## src/rtl/bus_fetch_ctrl_if.sv

```systemverilog
// Signal bundle between the fetch controller and the PC/AR/IR/memory datapath.
// The slave modport is the controller's view; the master modport is the datapath/driver view.
interface bus_fetch_ctrl_if;
    logic        start;
    logic        halt;
    logic        mem_ready;
    logic [15:0] ir_in;
    logic        pc_read;
    logic        pc_inc;
    logic        ar_load;
    logic        ar_read;
    logic        ir_read;
    logic        ir_load;
    logic        mem_read;
    logic [2:0]  t_state;
    logic        busy;
    logic        fetch_done;
    logic [2:0]  opcode;
    logic        indirect;
    logic        bus_err;
    logic [15:0] fetch_cnt;

    modport slave (
        input  start, halt, mem_ready, ir_in,
        output pc_read, pc_inc, ar_load, ar_read, ir_read, ir_load, mem_read,
               t_state, busy, fetch_done, opcode, indirect, bus_err, fetch_cnt
    );

    modport master (
        output start, halt, mem_ready, ir_in,
        input  pc_read, pc_inc, ar_load, ar_read, ir_read, ir_load, mem_read,
               t_state, busy, fetch_done, opcode, indirect, bus_err, fetch_cnt
    );
endinterface

```

## src/rtl/bus_fetch_ctrl.sv

```systemverilog
// Instruction-fetch sequencer: T0 (PC->AR), T1 (M[AR]->IR, PC++), T2 (IR->AR, decode),
// optional T3 indirect (M[AR]->AR), with memory-wait timeout into a sticky error state.
module bus_fetch_ctrl #(
    parameter int unsigned TIMEOUT = 15   // legal range 1..255
) (
    input  logic           clk,
    input  logic           reset,
    bus_fetch_ctrl_if.slave bus
);

    typedef enum logic [2:0] {
        S_IDLE = 3'd0,
        S_T0   = 3'd1,
        S_T1   = 3'd2,
        S_T2   = 3'd3,
        S_T3   = 3'd4,
        S_ERR  = 3'd7
    } state_t;

    localparam logic [7:0] WAIT_LIMIT = 8'(TIMEOUT - 1);

    state_t      r_state;
    state_t      w_next;
    logic [7:0]  r_wait;
    logic [15:0] r_fetch_cnt;
    logic [2:0]  r_opcode;
    logic        r_indirect;
    logic        r_fetch_done;
    logic        w_complete;
    logic        w_mem_phase;
    logic        w_timeout;
    logic        w_pc_read, w_pc_inc, w_ar_load, w_ar_read;
    logic        w_ir_read, w_ir_load, w_mem_read;
    logic        w_unused_ir;

    assign w_unused_ir = ^bus.ir_in[11:0];
    assign w_mem_phase = (r_state == S_T1) || (r_state == S_T3);
    assign w_timeout   = w_mem_phase && !bus.mem_ready && (r_wait == WAIT_LIMIT);

    // State register
    always_ff @(posedge clk or posedge reset) begin
        if (reset) begin
            r_state <= S_IDLE;
        end else begin
            r_state <= w_next;
        end
    end

    // Next-state decode; completion picks IDLE or a back-to-back T0 from halt
    always_comb begin
        w_next     = r_state;
        w_complete = 1'b0;
        case (r_state)
            S_IDLE: begin
                if (bus.start) w_next = S_T0;
                else           w_next = S_IDLE;
            end
            S_T0: w_next = S_T1;
            S_T1: begin
                if (bus.mem_ready) w_next = S_T2;
                else if (w_timeout) w_next = S_ERR;
                else                w_next = S_T1;
            end
            S_T2: begin
                if (bus.ir_in[15]) w_next = S_T3;
                else               w_complete = 1'b1;
            end
            S_T3: begin
                if (bus.mem_ready) w_complete = 1'b1;
                else if (w_timeout) w_next = S_ERR;
                else                w_next = S_T3;
            end
            S_ERR: begin
                if (bus.start) w_next = S_T0;
                else           w_next = S_ERR;
            end
            default: w_next = S_IDLE;
        endcase
        if (w_complete) begin
            w_next = bus.halt ? S_IDLE : S_T0;
        end else begin
            w_next = w_next;
        end
    end

    // Moore strobe decode; only ir_load, pc_inc and the T3 ar_load follow mem_ready
    always_comb begin
        w_pc_read  = 1'b0;
        w_pc_inc   = 1'b0;
        w_ar_load  = 1'b0;
        w_ar_read  = 1'b0;
        w_ir_read  = 1'b0;
        w_ir_load  = 1'b0;
        w_mem_read = 1'b0;
        case (r_state)
            S_T0: begin
                w_pc_read = 1'b1;
                w_ar_load = 1'b1;
            end
            S_T1: begin
                w_ar_read  = 1'b1;
                w_mem_read = 1'b1;
                w_ir_load  = bus.mem_ready;
                w_pc_inc   = bus.mem_ready;
            end
            S_T2: begin
                w_ir_read = 1'b1;
                w_ar_load = 1'b1;
            end
            S_T3: begin
                w_ar_read  = 1'b1;
                w_mem_read = 1'b1;
                w_ar_load  = bus.mem_ready;
            end
            default: begin
                w_pc_read = 1'b0;
            end
        endcase
    end

    // Wait counter is held at zero outside T1/T3, so it is clear on every entry
    always_ff @(posedge clk or posedge reset) begin
        if (reset) begin
            r_wait <= 8'd0;
        end else if (w_mem_phase && !bus.mem_ready) begin
            r_wait <= r_wait + 8'd1;
        end else begin
            r_wait <= 8'd0;
        end
    end

    // Completion bookkeeping and opcode/indirect capture on leaving T2
    always_ff @(posedge clk or posedge reset) begin
        if (reset) begin
            r_fetch_cnt  <= 16'd0;
            r_fetch_done <= 1'b0;
            r_opcode     <= 3'd0;
            r_indirect   <= 1'b0;
        end else begin
            r_fetch_done <= w_complete;
            if (w_complete) begin
                r_fetch_cnt <= r_fetch_cnt + 16'd1;
            end
            if (r_state == S_T2) begin
                r_opcode   <= bus.ir_in[14:12];
                r_indirect <= bus.ir_in[15];
            end
        end
    end

    assign bus.pc_read    = w_pc_read;
    assign bus.pc_inc     = w_pc_inc;
    assign bus.ar_load    = w_ar_load;
    assign bus.ar_read    = w_ar_read;
    assign bus.ir_read    = w_ir_read;
    assign bus.ir_load    = w_ir_load;
    assign bus.mem_read   = w_mem_read;
    assign bus.t_state    = r_state;
    assign bus.busy       = (r_state == S_T0) || (r_state == S_T1) ||
                            (r_state == S_T2) || (r_state == S_T3);
    assign bus.fetch_done = r_fetch_done;
    assign bus.opcode     = r_opcode;
    assign bus.indirect   = r_indirect;
    assign bus.bus_err    = (r_state == S_ERR);
    assign bus.fetch_cnt  = r_fetch_cnt;

endmodule

```

## src/flat_wrapper.sv

```systemverilog
// flat-port wrapper written by rule: the top's interface ports become plain ports
module bus_fetch_ctrl_flat 
#(
    parameter int unsigned TIMEOUT = 15                        
)
  (clk, reset, bus_start, bus_halt, bus_mem_ready, bus_ir_in, bus_pc_read, bus_pc_inc, bus_ar_load, bus_ar_read, bus_ir_read, bus_ir_load, bus_mem_read, bus_t_state, bus_busy, bus_fetch_done, bus_opcode, bus_indirect, bus_bus_err, bus_fetch_cnt);
  bus_fetch_ctrl_if bus_i ();
  input  logic clk;
  input  logic reset;
  input wire logic [$bits(bus_i.start)-1:0] bus_start;
  input wire logic [$bits(bus_i.halt)-1:0] bus_halt;
  input wire logic [$bits(bus_i.mem_ready)-1:0] bus_mem_ready;
  input wire logic [$bits(bus_i.ir_in)-1:0] bus_ir_in;
  output wire logic [$bits(bus_i.pc_read)-1:0] bus_pc_read;
  output wire logic [$bits(bus_i.pc_inc)-1:0] bus_pc_inc;
  output wire logic [$bits(bus_i.ar_load)-1:0] bus_ar_load;
  output wire logic [$bits(bus_i.ar_read)-1:0] bus_ar_read;
  output wire logic [$bits(bus_i.ir_read)-1:0] bus_ir_read;
  output wire logic [$bits(bus_i.ir_load)-1:0] bus_ir_load;
  output wire logic [$bits(bus_i.mem_read)-1:0] bus_mem_read;
  output wire logic [$bits(bus_i.t_state)-1:0] bus_t_state;
  output wire logic [$bits(bus_i.busy)-1:0] bus_busy;
  output wire logic [$bits(bus_i.fetch_done)-1:0] bus_fetch_done;
  output wire logic [$bits(bus_i.opcode)-1:0] bus_opcode;
  output wire logic [$bits(bus_i.indirect)-1:0] bus_indirect;
  output wire logic [$bits(bus_i.bus_err)-1:0] bus_bus_err;
  output wire logic [$bits(bus_i.fetch_cnt)-1:0] bus_fetch_cnt;
  assign bus_i.start = bus_start;
  assign bus_i.halt = bus_halt;
  assign bus_i.mem_ready = bus_mem_ready;
  assign bus_i.ir_in = bus_ir_in;
  assign bus_pc_read = bus_i.pc_read;
  assign bus_pc_inc = bus_i.pc_inc;
  assign bus_ar_load = bus_i.ar_load;
  assign bus_ar_read = bus_i.ar_read;
  assign bus_ir_read = bus_i.ir_read;
  assign bus_ir_load = bus_i.ir_load;
  assign bus_mem_read = bus_i.mem_read;
  assign bus_t_state = bus_i.t_state;
  assign bus_busy = bus_i.busy;
  assign bus_fetch_done = bus_i.fetch_done;
  assign bus_opcode = bus_i.opcode;
  assign bus_indirect = bus_i.indirect;
  assign bus_bus_err = bus_i.bus_err;
  assign bus_fetch_cnt = bus_i.fetch_cnt;
  bus_fetch_ctrl #(.TIMEOUT(TIMEOUT)) u_core (.clk(clk), .reset(reset), .bus(bus_i));
endmodule
```

## config.mk

```make
export PLATFORM = sky130hd
export DESIGN_NAME = bus_fetch_ctrl_flat
export DESIGN_NICKNAME = d
export VERILOG_FILES = /design/src/rtl/bus_fetch_ctrl_if.sv /design/src/rtl/bus_fetch_ctrl.sv /design/src/flat_wrapper.sv
export SDC_FILE = /design/constraint.sdc
export NUM_CORES = 1
export LEC_CHECK = 0
export CAP_MARGIN = 20
export CORE_ASPECT_RATIO = 0.6
export CORE_UTILIZATION = 40
export CTS_BUF_LIST = sky130_fd_sc_hd__clkbuf_8
export DETAILED_ROUTE_END_ITERATION = 7
export GPL_TIMING_DRIVEN = 0
export HOLD_SLACK_MARGIN = 0.06
export PLACE_DENSITY = 0.81
export SETUP_SLACK_MARGIN = 0.2
export SYNTH_ARGS = -nofsm -noshare
export SYNTH_HDL_FRONTEND = slang
export SYNTH_SLANG_ARGS = --single-unit
```

## constraint.sdc

```tcl
create_clock -name clk -period 1.45 [get_ports clk]
set_input_delay 0.145 -clock clk [delete_from_list [all_inputs] [get_ports clk]]
set_output_delay 0.145 -clock clk [all_outputs]
set_load 0.02 [all_outputs]
```

-- Word-level counts from Yosys, hierarchy flattened
Index checks and enable logic that the tools add are counted.
- equal/unequal tests: 8
- mux-type cells: 19
- reduce and logical (&&, ||, !) cells: 11
- add/subtract/negate cells: 2
- operator list (operator ; number):
    two-way mux 3 bit ; 6
    case mux 3 bit (6 select lines) ; 1
    adder 16 x 1 -> 16 bit (second input constant) ; 1
    adder 8 x 1 -> 8 bit (second input constant) ; 1
    == test 8 x 4 -> 1 bit (second input constant) ; 1
    two-way mux 1 bit ; 8
    two-way mux 8 bit ; 1
    == test 3 x 2 -> 1 bit (second input constant) ; 2
    == test 3 bit (second input constant) ; 2
    inequality test 3 x 2 -> 1 bit (second input constant) ; 2
    logical OR 1 bit ; 4
    case mux 1 bit (2 select lines) ; 2
    OR reduction 2 bit ; 2
    == test 3 x 1 -> 1 bit (second input constant) ; 1
    zero test 3 bit ; 1
    logical AND 1 bit ; 2
    two-way mux 2 bit ; 1
    AND reduction 2 bit ; 1
    zero test 1 bit ; 1
- word-level logic and storage cells: 46
- input bits: 21
- output and inout bits: 33
- bits in registers: 32

-- Logic depth before layout (Yosys ltp)
- depth after elaboration: 8
- depth in mapped cells: 6
- mapped depth without buffers: 5

-- Worst setup path before layout
OpenSTA, ideal clock, no wires.
- path kind: register -> output
- start point: reg u_core.r_state[1] (netlist: u_core.bus.t_state[1])
- end point: out bus_pc_inc
- arrival time: 1788 ps
- slack: -483 ps
- path buffers: 2
- stages on the path, launching flop included: 5
- required time: 1305 ps
- path through: dfrtp_1 -> buf_1 -> nand2b_1 -> nor3b_1 -> buf_4
- word-level cells in the longest chain between the ends: 2
- ends and longest elaborated chain (what ; RTL line ; text):
    from (decl) ; bus_fetch_ctrl.sv:22 ; state_t r_state;
    from (signal assigned) ; bus_fetch_ctrl.sv:45 ; r_state <= w_next;
    == test 3 x 2 -> 1 bit ; - ;
    two-way mux 1 bit ; - ;
    to (decl) ; flat_wrapper.sv:15 ; output wire logic [$bits(bus_i.pc_inc)-1:0] bus_pc_inc;
Every way passes these cells.

-- Worst setup path in the final report
- start point: reg u_core.r_state[2] (netlist: u_core.bus.t_state[2])
- end point: reg u_core.r_state[1] (netlist: u_core.bus.t_state[1])
- word-level cells in the longest chain between the ends: 8
- elaborated cells on any way between the ends: 17
- classes of those cells: eq/ne: 7; mux: 5; reduce/logical: 5
- ends and longest elaborated chain (what ; RTL line ; text):
    == test 3 x 2 -> 1 bit / == test 3 bit (equally long branches) ; bus_fetch_ctrl.sv:37, bus_fetch_ctrl.sv:53 ;
    logical OR 1 bit ; bus_fetch_ctrl.sv:37 ; assign w_mem_phase = (r_state == S_T1) || (r_state == S_T3);
    logical AND 1 bit (2 in series) ; bus_fetch_ctrl.sv:38 ; assign w_timeout = w_mem_phase && !bus.mem_ready && (r_wait == WAIT_LIMIT);
    two-way mux 2 bit ; bus_fetch_ctrl.sv:70 ; else if (w_timeout) w_next = S_ERR;
    two-way mux 3 bit ; bus_fetch_ctrl.sv:69 ; if (bus.mem_ready) w_complete = 1'b1;
    case mux 3 bit (6 select lines) ; bus_fetch_ctrl.sv:53 ; case (r_state)
    two-way mux 3 bit ; bus_fetch_ctrl.sv:79 ; if (w_complete) begin
Several ways; a longest one is shown, not always the timed one. The select of a mux whose other input is x is not followed.
A chain may end at the register's enable or synchronous reset.

==> impl_metrics.toml <==
[sta]
fmax_ghz = 0.598
relSlewSlack_pct = 68.5
worstMarginPinSlew_ns = 0.472
finalHoldViolCount = 0
drv_slew = 0
layout_worst_path_cycle_share_pct = 115
skew_ns = 0.00479
rsz0062_at_grt = "true"
fin_ws_ns = -0.223
setup-violations-final = 22
fin_crit_ns = 1.67
finalSetupTns_ns = -2.14

[worst_setup_path]
critPathKind = "reg -> reg"
worstRegToRegCells = 5
rr_endpoint = "u_core.bus.t_state[1]$_DFFE_PP0P_"
critPathCaptureType = "register"
cp_cell_sequence = "xnor2_2, or3_1, buf_6, or2_4, o31ai_2"
r2r-start = "u_core.bus.t_state[2]$_DFFE_PP0P_"
rrSetupSlack_ns = -0.22
cp_slowest_cell = "dfrtp_2"
cp_max_fo = 9
cp-start-kind = "register"
max_stage_delay_ns = 0.45
cp.arrival_ns = 1.87
worstPathRequired_ns = 1.64

[finish]
antenna_cells = 0
post-route-cell-area_um2 = 2530
utilization_pct = 68.4
synthToLayoutAreaGrowth_pct = 62.8
final_common_cell = "dfrtp_1"
drive_gt1_share_pct = 35.6
finalNonFillerCells = 266
fin_nets = 242
mostFrequentLayoutCells = "dfrtp_1, nand2_1, dlygate4sd2_1"

[logic_synthesis]
yosys_warnings = 0
syn_nets = 179
synth_cell_types = 35
ys_seq_area_share_pct = 51.5
ys_ff_latch = 32
syn_area_um2 = 1550
netlist_instances = 155
avgSynthCellArea_um2 = 10.0

[placed_design]
gp_congestion = 0.795
dp.cells = 244
postPlaceCellArea_um2 = 2130
port_buffers = 41
hpwl_mm = 2.53
pre_cts_slack_ns = -0.518

[clock_tree]
ctsHoldBuffers = 0
cts_sinks = 32
htreeDepth = 2
insertion_delay_ns = 0.28
cts_tree = "built"
clockBufferDepth = 2
cts-buffers-inserted = 5
cts_root_buf = "clkbuf_8"
clk_pin_slew_ns = 0.07

[outcome]
status = "complete, but fails checks"
violations = "negative setup slack"

[floorplan]
die_height_um = 50.3
fp.coreArea_um2 = 3700
initial_utilization_pct = 42.0
dieWidth_um = 82.5
rows = 17
dieArea_um2 = 4150
ios = 54

[pwr]
vdd_drop_max_mv = 1.22
power_leakage_nw = 1.23
power_density_nw_per_um2 = 1640

[detailed_routing]
post_drt_wl_per_cell_um = 15.4
drt_first_pass_iters = 4
routed-via-count = 1388
ant_nets = 0
wl_mm = 4.08
drtIter0Drc = 82
drt-vias-per-instance = 5.22
post-route-drc-count = 0

[grt]
grt_max_degree = 24
grt.overflow.total = 0
grt_pass1_vias = 1285
grt_usage_pct = 20.9
antenna_found_initial = 0
grt_pass1_wl_mm = 6.22

[min_path]
hold_path.class = "in -> async"

[flow_run]
maxCapViolCount = 0
## cell usage after synthesis (all sizes together)
master | count | area [um^2]
nand3 | 8 | 40.0
and2 | 2 | 12.5
nand4bb | 2 | 22.5
mux2i | 1 | 10.0
inv | 6 | 22.5
nor4 | 2 | 18.8
nand4 | 7 | 43.8
or2 | 1 | 6.26
nand2 | 21 | 78.8
xnor2 | 12 | 105
a21oi | 1 | 5.00
ha | 3 | 37.5
a21o | 1 | 7.51
or3 | 1 | 6.26
nand3b | 2 | 15.0
and4 | 1 | 8.76
clkbuf | 3 | 11.3
a2111o | 1 | 11.3
o31ai | 2 | 15.0
nand4b | 1 | 8.76
o21ai | 1 | 5.00
nor2 | 18 | 67.6
buf | 4 | 23.8
mux2 | 1 | 11.3
xor2 | 11 | 96.3
and3 | 2 | 12.5
o211ai | 1 | 7.51
dfrtp | 32 | 801
nand2b | 2 | 12.5
nor3 | 3 | 15.0
nor3b | 2 | 15.0
## layer usage
layer / up-vias / share of wire, % / global-route usage, % / wire (um)
met1: 681 / 46 / 29.2 / 1870
met5: - / 0 / 0 / 0
li1: 644 / - / - / -
met4: 0 / 1.7 / 7.02 / 68
met2: 52 / 46 / 31.4 / 1870
met3: 11 / 6.6 / 5.27 / 268
## per-stage QoR
step | hold WS, ns | total power [mW]
finish | 0.171 | 4.16
global route | 0.229 | 4.38
CTS | 0.184 | 3.78
detailed placement | 0.459 | 2.95
global placement | 0.456 | 2.90
floorplan | 0.250 | 2.25
## worst max path at each step
stage                     cells after the start  slack [ns]                               from                                    to
after CTS                                     4       -0.23  u_core.bus.t_state[1]$_DFFE_PP0P_  u_core.bus.fetch_cnt[15]$_DFFE_PP0P_
final                                         5       -0.22  u_core.bus.t_state[2]$_DFFE_PP0P_     u_core.bus.t_state[1]$_DFFE_PP0P_
after detailed placement                      5       -0.52                      bus_mem_ready  u_core.bus.fetch_cnt[15]$_DFFE_PP0P_
after floorplan                               4       -0.20  u_core.bus.t_state[2]$_DFFE_PP0P_  u_core.bus.fetch_cnt[15]$_DFFE_PP0P_
after global routing                          5       -0.28  u_core.bus.t_state[2]$_DFFE_PP0P_     u_core.bus.t_state[1]$_DFFE_PP0P_
after global placement                        5       -0.48                      bus_mem_ready  u_core.bus.fetch_cnt[15]$_DFFE_PP0P_
## power by group
group          total, mW  switching, mW  leakage (nW)  internal, mW
registers           1.25          0.188         0.417          1.06
clock network      0.692          0.320        0.0538         0.373
logic               2.21           1.10         0.760          1.11
## worst max-delay path, delay by kind of cell (launching register included)
family          cells  cell delay, ns
compound gates      1            0.22
xor+xnor            1            0.16
simple gates        2            0.59
buf+inv             1            0.15
flops               1            0.45
## flip-flops by register name, indices dropped and copies added, names as in the netlist
register,count
u_core.bus.indirect,1
u_core.bus.t_state,3
u_core.bus.opcode,3
u_core.bus.fetch_done,1
u_core.bus.fetch_cnt,16
u_core.r_wait,8
## kinds of logic (layout without fill, tap and decap cells)
logic type      Yosys count  in the layout  synth area share [%]
fa+ha+maj                 3              3                  2.42
xor+xnor                 23             23                  13.0
mux                       2              2                  1.37
buf+inv                  13             77                  3.70
flops                    32             32                  51.5
compound gates            7              7                  3.30
simple gates             75             75                  24.7
## cell type report
cell class                 instances  area (um^2)
fill                             289         1170
multi-input combinational        110          902
sequential                        32          808
timing repair buffer              56          532
buffer                             7          109
clock buffer                       6         82.6
tap                               47         58.8
inverter                           6         30.0
clock inverter                     2         7.51
## what timing repair did
| action | 4_1_cts | 5_1_grt |
|---|---|---|
| pin swaps | 4 | 12 |
| resized for setup | 83 | 51 |
| setup endpoints to repair | 62 | 46 |
| setup buffers | 8 | 6 |
Note: power is estimated with default switching activity, not from simulation.
